==> src/rtl/booth_pkg.sv <==
// Shared types and constants for the radix-2 Booth multiplier control path.
package booth_pkg;

  localparam int   DEFAULT_WIDTH = 16;
  localparam int   DEFAULT_CNT_W = 5;

  localparam logic ALU_ADD = 1'b1;
  localparam logic ALU_SUB = 1'b0;

  typedef enum logic [2:0] {
    IDLE,
    LOAD_M,
    LOAD_Q,
    CHECK,
    ARITH,
    SHIFT,
    DONE
  } state_t;

endpackage

==> src/rtl/booth_ctrl_if.sv <==
// Strobe/status bundle between the Booth controller (master) and its datapath (slave).
interface booth_ctrl_if;

  logic q0;
  logic qm1;
  logic eqz;
  logic data_sel;
  logic ldA;
  logic ldQ;
  logic ldM;
  logic clrA;
  logic clrQ;
  logic clrff;
  logic sftA;
  logic sftQ;
  logic addsub;
  logic decr;
  logic ldcnt;

  modport master (
    input  q0, qm1, eqz,
    output data_sel, ldA, ldQ, ldM, clrA, clrQ, clrff,
           sftA, sftQ, addsub, decr, ldcnt
  );

  modport slave (
    output q0, qm1, eqz,
    input  data_sel, ldA, ldQ, ldM, clrA, clrQ, clrff,
           sftA, sftQ, addsub, decr, ldcnt
  );

endinterface

==> src/rtl/booth_ctrl.sv <==
// Control FSM sequencing the radix-2 Booth multiplier datapath: load M, load Q,
// then WIDTH check/add-sub/shift iterations, ending in a one-cycle done pulse.
module booth_ctrl
  import booth_pkg::*;
#(
  parameter int WIDTH = DEFAULT_WIDTH,
  parameter int CNT_W = DEFAULT_CNT_W
) (
  input  logic                clk,
  input  logic                rst,
  input  logic                start,
  output logic                busy,
  output logic                done,
  booth_ctrl_if.master        dp
);

  state_t state_q, state_d;
  logic   data_sel_q, data_sel_d;
  logic   addsub_q, addsub_d;

  // data_sel and addsub are captured on the transition into the state that uses
  // them, so they are already valid during that state and hold afterwards.
  always_comb begin
    state_d    = state_q;
    data_sel_d = data_sel_q;
    addsub_d   = addsub_q;
    case (state_q)
      IDLE: begin
        if (start) begin
          state_d    = LOAD_M;
          data_sel_d = 1'b0;
        end
      end
      LOAD_M: begin
        state_d    = LOAD_Q;
        data_sel_d = 1'b1;
      end
      LOAD_Q: state_d = CHECK;
      CHECK: begin
        if (dp.eqz) begin
          state_d = DONE;
        end else if ({dp.q0, dp.qm1} == 2'b10) begin
          state_d  = ARITH;
          addsub_d = ALU_SUB;
        end else if ({dp.q0, dp.qm1} == 2'b01) begin
          state_d  = ARITH;
          addsub_d = ALU_ADD;
        end else begin
          state_d = SHIFT;
        end
      end
      ARITH:   state_d = SHIFT;
      SHIFT:   state_d = CHECK;
      DONE:    state_d = IDLE;
      default: state_d = IDLE;
    endcase
  end

  always_ff @(posedge clk) begin
    if (rst) begin
      state_q    <= IDLE;
      data_sel_q <= 1'b0;
      addsub_q   <= ALU_SUB;
    end else begin
      state_q    <= state_d;
      data_sel_q <= data_sel_d;
      addsub_q   <= addsub_d;
    end
  end

  assign dp.data_sel = data_sel_q;
  assign dp.addsub   = addsub_q;
  assign dp.ldM      = (state_q == LOAD_M);
  assign dp.clrA     = (state_q == LOAD_M);
  assign dp.clrff    = (state_q == LOAD_M);
  assign dp.ldcnt    = (state_q == LOAD_M);
  assign dp.ldQ      = (state_q == LOAD_Q);
  assign dp.ldA      = (state_q == ARITH);
  assign dp.sftA     = (state_q == SHIFT);
  assign dp.sftQ     = (state_q == SHIFT);
  assign dp.decr     = (state_q == SHIFT);
  // Q is always loaded before it is examined, so it never needs clearing.
  assign dp.clrQ     = 1'b0;
  assign busy        = (state_q != IDLE);
  assign done        = (state_q == DONE);

endmodule

==> src/flat_wrapper.sv <==
// flat-port wrapper written by rule: the top's interface ports become plain ports
module booth_ctrl_flat import booth_pkg::*;
#(
  parameter int WIDTH = DEFAULT_WIDTH,
  parameter int CNT_W = DEFAULT_CNT_W
)
  (clk, rst, start, busy, done, dp_q0, dp_qm1, dp_eqz, dp_data_sel, dp_ldA, dp_ldQ, dp_ldM, dp_clrA, dp_clrQ, dp_clrff, dp_sftA, dp_sftQ, dp_addsub, dp_decr, dp_ldcnt);
  booth_ctrl_if dp_i ();
  input  logic clk;
  input  logic rst;
  input  logic start;
  output logic busy;
  output logic done;
  input wire logic [$bits(dp_i.q0)-1:0] dp_q0;
  input wire logic [$bits(dp_i.qm1)-1:0] dp_qm1;
  input wire logic [$bits(dp_i.eqz)-1:0] dp_eqz;
  output wire logic [$bits(dp_i.data_sel)-1:0] dp_data_sel;
  output wire logic [$bits(dp_i.ldA)-1:0] dp_ldA;
  output wire logic [$bits(dp_i.ldQ)-1:0] dp_ldQ;
  output wire logic [$bits(dp_i.ldM)-1:0] dp_ldM;
  output wire logic [$bits(dp_i.clrA)-1:0] dp_clrA;
  output wire logic [$bits(dp_i.clrQ)-1:0] dp_clrQ;
  output wire logic [$bits(dp_i.clrff)-1:0] dp_clrff;
  output wire logic [$bits(dp_i.sftA)-1:0] dp_sftA;
  output wire logic [$bits(dp_i.sftQ)-1:0] dp_sftQ;
  output wire logic [$bits(dp_i.addsub)-1:0] dp_addsub;
  output wire logic [$bits(dp_i.decr)-1:0] dp_decr;
  output wire logic [$bits(dp_i.ldcnt)-1:0] dp_ldcnt;
  assign dp_i.q0 = dp_q0;
  assign dp_i.qm1 = dp_qm1;
  assign dp_i.eqz = dp_eqz;
  assign dp_data_sel = dp_i.data_sel;
  assign dp_ldA = dp_i.ldA;
  assign dp_ldQ = dp_i.ldQ;
  assign dp_ldM = dp_i.ldM;
  assign dp_clrA = dp_i.clrA;
  assign dp_clrQ = dp_i.clrQ;
  assign dp_clrff = dp_i.clrff;
  assign dp_sftA = dp_i.sftA;
  assign dp_sftQ = dp_i.sftQ;
  assign dp_addsub = dp_i.addsub;
  assign dp_decr = dp_i.decr;
  assign dp_ldcnt = dp_i.ldcnt;
  booth_ctrl #(.WIDTH(WIDTH), .CNT_W(CNT_W)) u_core (.clk(clk), .rst(rst), .start(start), .busy(busy), .done(done), .dp(dp_i));
endmodule
==> config.mk <==
export PLATFORM = sky130hd
export DESIGN_NAME = booth_ctrl_flat
export DESIGN_NICKNAME = d
export VERILOG_FILES = /design/src/rtl/booth_pkg.sv /design/src/rtl/booth_ctrl_if.sv /design/src/rtl/booth_ctrl.sv /design/src/flat_wrapper.sv
export SDC_FILE = /design/constraint.sdc
export NUM_CORES = 1
export LEC_CHECK = 0
export BUFFER_PORTS_ARGS = -buffer_cell sky130_fd_sc_hd__clkbuf_2
export CAP_MARGIN = 20
export CORE_AREA = 2 2 39 41
export DETAILED_ROUTE_END_ITERATION = 7
export DIE_AREA = 0 0 41 43
export GPL_ROUTABILITY_DRIVEN = 0
export PLACE_DENSITY = 0.5
export SLEW_MARGIN = 25
export SYNTH_ARGS = -nofsm -noshare
export SYNTH_HDL_FRONTEND = slang
export SYNTH_SLANG_ARGS = --single-unit
==> constraint.sdc <==
create_clock -name clk -period 2 [get_ports clk]
set_input_delay 0.1 -clock clk [delete_from_list [all_inputs] [get_ports clk]]
set_output_delay 0.1 -clock clk [all_outputs]
set_load 0.005 [all_outputs]
; After elaboration in Yosys (flattened, before gate mapping)
; Cells that the tools add are included.
[totals]
out_inout_bits = 14
inputBits = 6
register_bits = 5
[op_classes]
bitwise_logic = 1
reduce_logical = 7
mux = 9
eq_ne = 9
[ops]
columns = operator, count
row1 = 3-bit case mux with 5 select lines, 1
row2 = "3-bit == test, second input constant", 3
row3 = 3-bit 2-to-1 mux, 3
row4 = "3-bit by 2-bit == test with 1-bit output, second input constant", 2
row5 = 1-bit 2-to-1 mux, 4
row6 = 2-bit nonzero test, 2
row7 = "3-bit by 1-bit == test with 1-bit output, second input constant", 1
row8 = 3-bit zero test, 1
row9 = 3-bit AND reduction, 1
row10 = 3-bit nonzero test, 1
row11 = "2-bit by 1-bit == test with 1-bit output, second input constant", 1
row12 = "2-bit == test, second input constant", 1
row13 = "2-bit inequality test, second input constant", 1
row14 = 1-bit case mux with 2 select lines, 1
row15 = 2-bit AND reduction, 1
row16 = 2-bit OR reduction, 1
row17 = 1-bit NOT, 1

; Logic depth before layout (Yosys ltp)
[logic_depth]
depth_word = 5
ltp_mapped = 5
ltp_nobuf = 5

; Worst setup path after synthesis
; No wires, ideal clock.
[synth_timing]
path_type = reg2out
from = reg u_core.state_q[2]
to = out dp_sftA
t_arrival_ns = 1.008
path_buffers = 2
path_stages_with_launch = 4
path_slack_ns = 0.892
cell_sequence = dfxtp_1 -> buf_4 -> nor3b_1 -> buf_4
[synth_via]
elab_chain_cells = 1
[synth_rtl]
columns = element, line
row1 = "start, declared", booth_ctrl.sv:17  ; state_t state_q, state_d;
row2 = "start signal, assigned", booth_ctrl.sv:65  ; state_q <= state_d;
row3 = 3-bit == test, n/a
row4 = "end, declared", flat_wrapper.sv:24  ; output wire logic [$bits(dp_i.sftA)-1:0] dp_sftA;
; No other way between the ends.

; Final worst setup path
[layout_timing]
from = reg u_core.state_q[2]
to = out dp_decr
[layout_via]
elab_chain_cells = 1
[layout_rtl]
columns = element, line
row1 = 3-bit == test, booth_ctrl.sv:81  ; assign dp.decr = (state_q == SHIFT);
row2 = "end, declared", flat_wrapper.sv:27  ; output wire logic [$bits(dp_i.decr)-1:0] dp_decr;
; No other way between the ends.

==> impl_metrics.json <==
{
  "finalCritPeriodShare_pct": 70.3,
  "reg2regPathDepth": 3,
  "place_ws_ns": 0.789,
  "routed_wl_microns": 637,
  "setup_ws_ns": 0.593,
  "r2r-start": "u_core.state_q[0]$_SDFFE_PP0P_",
  "cts-resized-gates": 0,
  "grt_pass1_wl_microns": 903,
  "async_flop_share_pct": 0,
  "antenna_left": 0,
  "hold_start": "start",
  "drive_above_1_share_pct": 48.1,
  "finalNetCount": 62,
  "area_growth_pct": 18.9,
  "rsz0062_at_grt": "false",
  "diodes": 0,
  "cts.sinks": 5,
  "cts-buffers-inserted": 3,
  "cts_tree": "yes",
  "min_path_cells": 2,
  "post_cts_buffers": 0,
  "die_h_microns": 43,
  "critPathCaptureType": "primary output",
  "synth_area_sq_um": 357,
  "clk_pin_slew_ns": 0.04,
  "synth-main-ff-cell": "dfxtp_1",
  "grt_max_degree": 14,
  "min_path_type": "input port to flop",
  "grt_pass1_vias": 213,
  "power_mw": 0.301,
  "ios": 20,
  "post-dp-hpwl_microns": 489,
  "reg2reg_to": "u_core.dp.data_sel$_SDFFE_PP0P_",
  "clock_skew_ns": 0.00390,
  "track_usage_pct": 8.03,
  "dp_cells": 66,
  "hold_violations": 0,
  "row_count": 14,
  "antenna_found_initial": 0,
  "reg2reg_setup_slack_ns": 0.80,
  "critical_path_class": "flop to primary output",
  "max-vdd-ir-drop_mv": 0.319,
  "max_cap_violations": 0,
  "clk-insertion-delay-late_ns": 0.24,
  "syn_inst": 41,
  "clock_tree.root_cell": "clkbuf_4",
  "worst-path-max-fanout": 12,
  "min_to": "u_core.dp.data_sel$_SDFFE_PP0P_",
  "seq_area_frac_synth_pct": 28.1,
  "ys_ff_latch": 5,
  "avgSynthCellArea_sq_um": 8.70,
  "final_cells": 70,
  "fin_crit_ns": 1.41,
  "final-setup-viol-count": 0,
  "cts.path.max_buffers": 2,
  "gr-total-overflow": 0,
  "portBuffers": 18,
  "ys_warn_count": 0,
  "routed_via_density": 4.16,
  "synth_nets": 48,
  "drv_slew": 0,
  "critPathArrivalTime_ns": 1.31,
  "cts_hold_buf": 0,
  "start_util_pct": 25.8,
  "wl_per_cell_microns": 9.10,
  "chipWidth_microns": 41,
  "die_area_sq_um": 1760,
  "first_iter_violations": 1,
  "cts.htree.levels": 1,
  "vias": 291,
  "p_per_area_nw_per_um2": 709,
  "startpoint": "u_core.state_q[2]$_SDFFE_PP0P_",
  "layout_commonest_cell": "clkbuf_2",
  "cp-start-kind": "flop",
  "layout_common_cells": "18 x clkbuf_2, 5 x dfxtp_1, 4 x nor2_1, 3 x inv_1, 3 x clkbuf_4",
  "core_sq_um": 1380,
  "route.detailed.drc": 0,
  "fmax_mhz": 711,
  "fin_tns_setup_ns": 0,
  "status": "finished, final reports clean",
  "first_pass_iters": 2,
  "critPathRequiredTime_ns": 1.90,
  "p_leak_nw": 0.233,
  "yosysUniqueCellTypes": 24,
  "synth_edf_count": 0
}
-- through the flow --
| step | area [sq um] | util, % | hold slack, ns |
|---|---|---|---|
| 2_1_floorplan | 357 | - | 0.165 |
| 3_3_place_gp | 398 | 28.8 | 0.319 |
| 3_5_place_dp | 398 | 28.8 | 0.319 |
| 4_1_cts | 424 | 30.7 | 0.0601 |
| 5_1_grt | 424 | 30.7 | 0.0641 |
| 6_report | 424 | 30.7 | 0.0726 |
-- cell families (layout without fill, tap and decap cells) --
| kind of cell | after synthesis | in the layout | share of synthesized area (%) |
|---|---|---|---|
| buffers and inverters | 13 | 26 | 23.5 |
| DFF | 5 | 5 | 28.1 |
| AOI/OAI and AO/OA | 8 | 8 | 21.8 |
| adders and majority gates | 1 | 1 | 3.51 |
| and+or+nand+nor | 13 | 13 | 22.1 |
| other | 1 | 1 | 1.05 |
-- worst max-delay path, cell delays in order, from the launching register on --
cell and delay, ns:
dfxtp_1 0.55, nor3b_1 0.34, clkbuf_2 0.17
-- where the power goes --
part           total [mW]  switching (mW)  internal [mW]
combinational      0.0622          0.0295         0.0327
clock               0.115          0.0396         0.0753
sequential          0.124          0.0166          0.107
-- synthesized netlist by cell type, types with 2 or more instances --
library cell  instances  area [sq um]
buf_4                 7          52.6
dfxtp_1               5           100
nor2_1                4          15.0
inv_1                 3          11.3
nor3_1                2          10.0
nor3b_1               2          15.0
-- state kept, by name, summed over array words and instances (netlist names) --
signal and cells:
u_core.state_q 3, u_core.dp.data_sel 1, u_core.dp.addsub 1
-- area by class of cell --
| type | instances | area (sq um) |
|---|---|---|
| Clock buffer | 4 | 26.3 |
| Fill cell | 147 | 960 |
| Inverter | 4 | 15.0 |
| Multi-Input combinational cell | 23 | 173 |
| Sequential cell | 5 | 100 |
| Tap cell | 16 | 20.0 |
| Timing Repair Buffer | 18 | 90.1 |
-- routing by layer --
layer | global-route usage [%] | share of wire, %
met1 | 10.6 | 49
met2 | 9.06 | 44
met3 | 9.42 | 6.1
met4 | 0 | 0
met5 | 0 | 0
-- worst max-delay path by stage --
| stage | end | slack, ns | cells after the start |
|---|---|---|---|
| final | dp_decr | 0.59 | 2 |
| after global routing | dp_sftQ | 0.50 | 2 |
| after CTS | dp_decr | 0.56 | 2 |
| after detailed placement | u_core.dp.data_sel$_SDFFE_PP0P_ | 0.79 | 3 |
| after global placement | u_core.dp.data_sel$_SDFFE_PP0P_ | 0.79 | 3 |
| after floorplan | dp_sftA | 0.89 | 3 |
(Power assumes the default switching activity.)
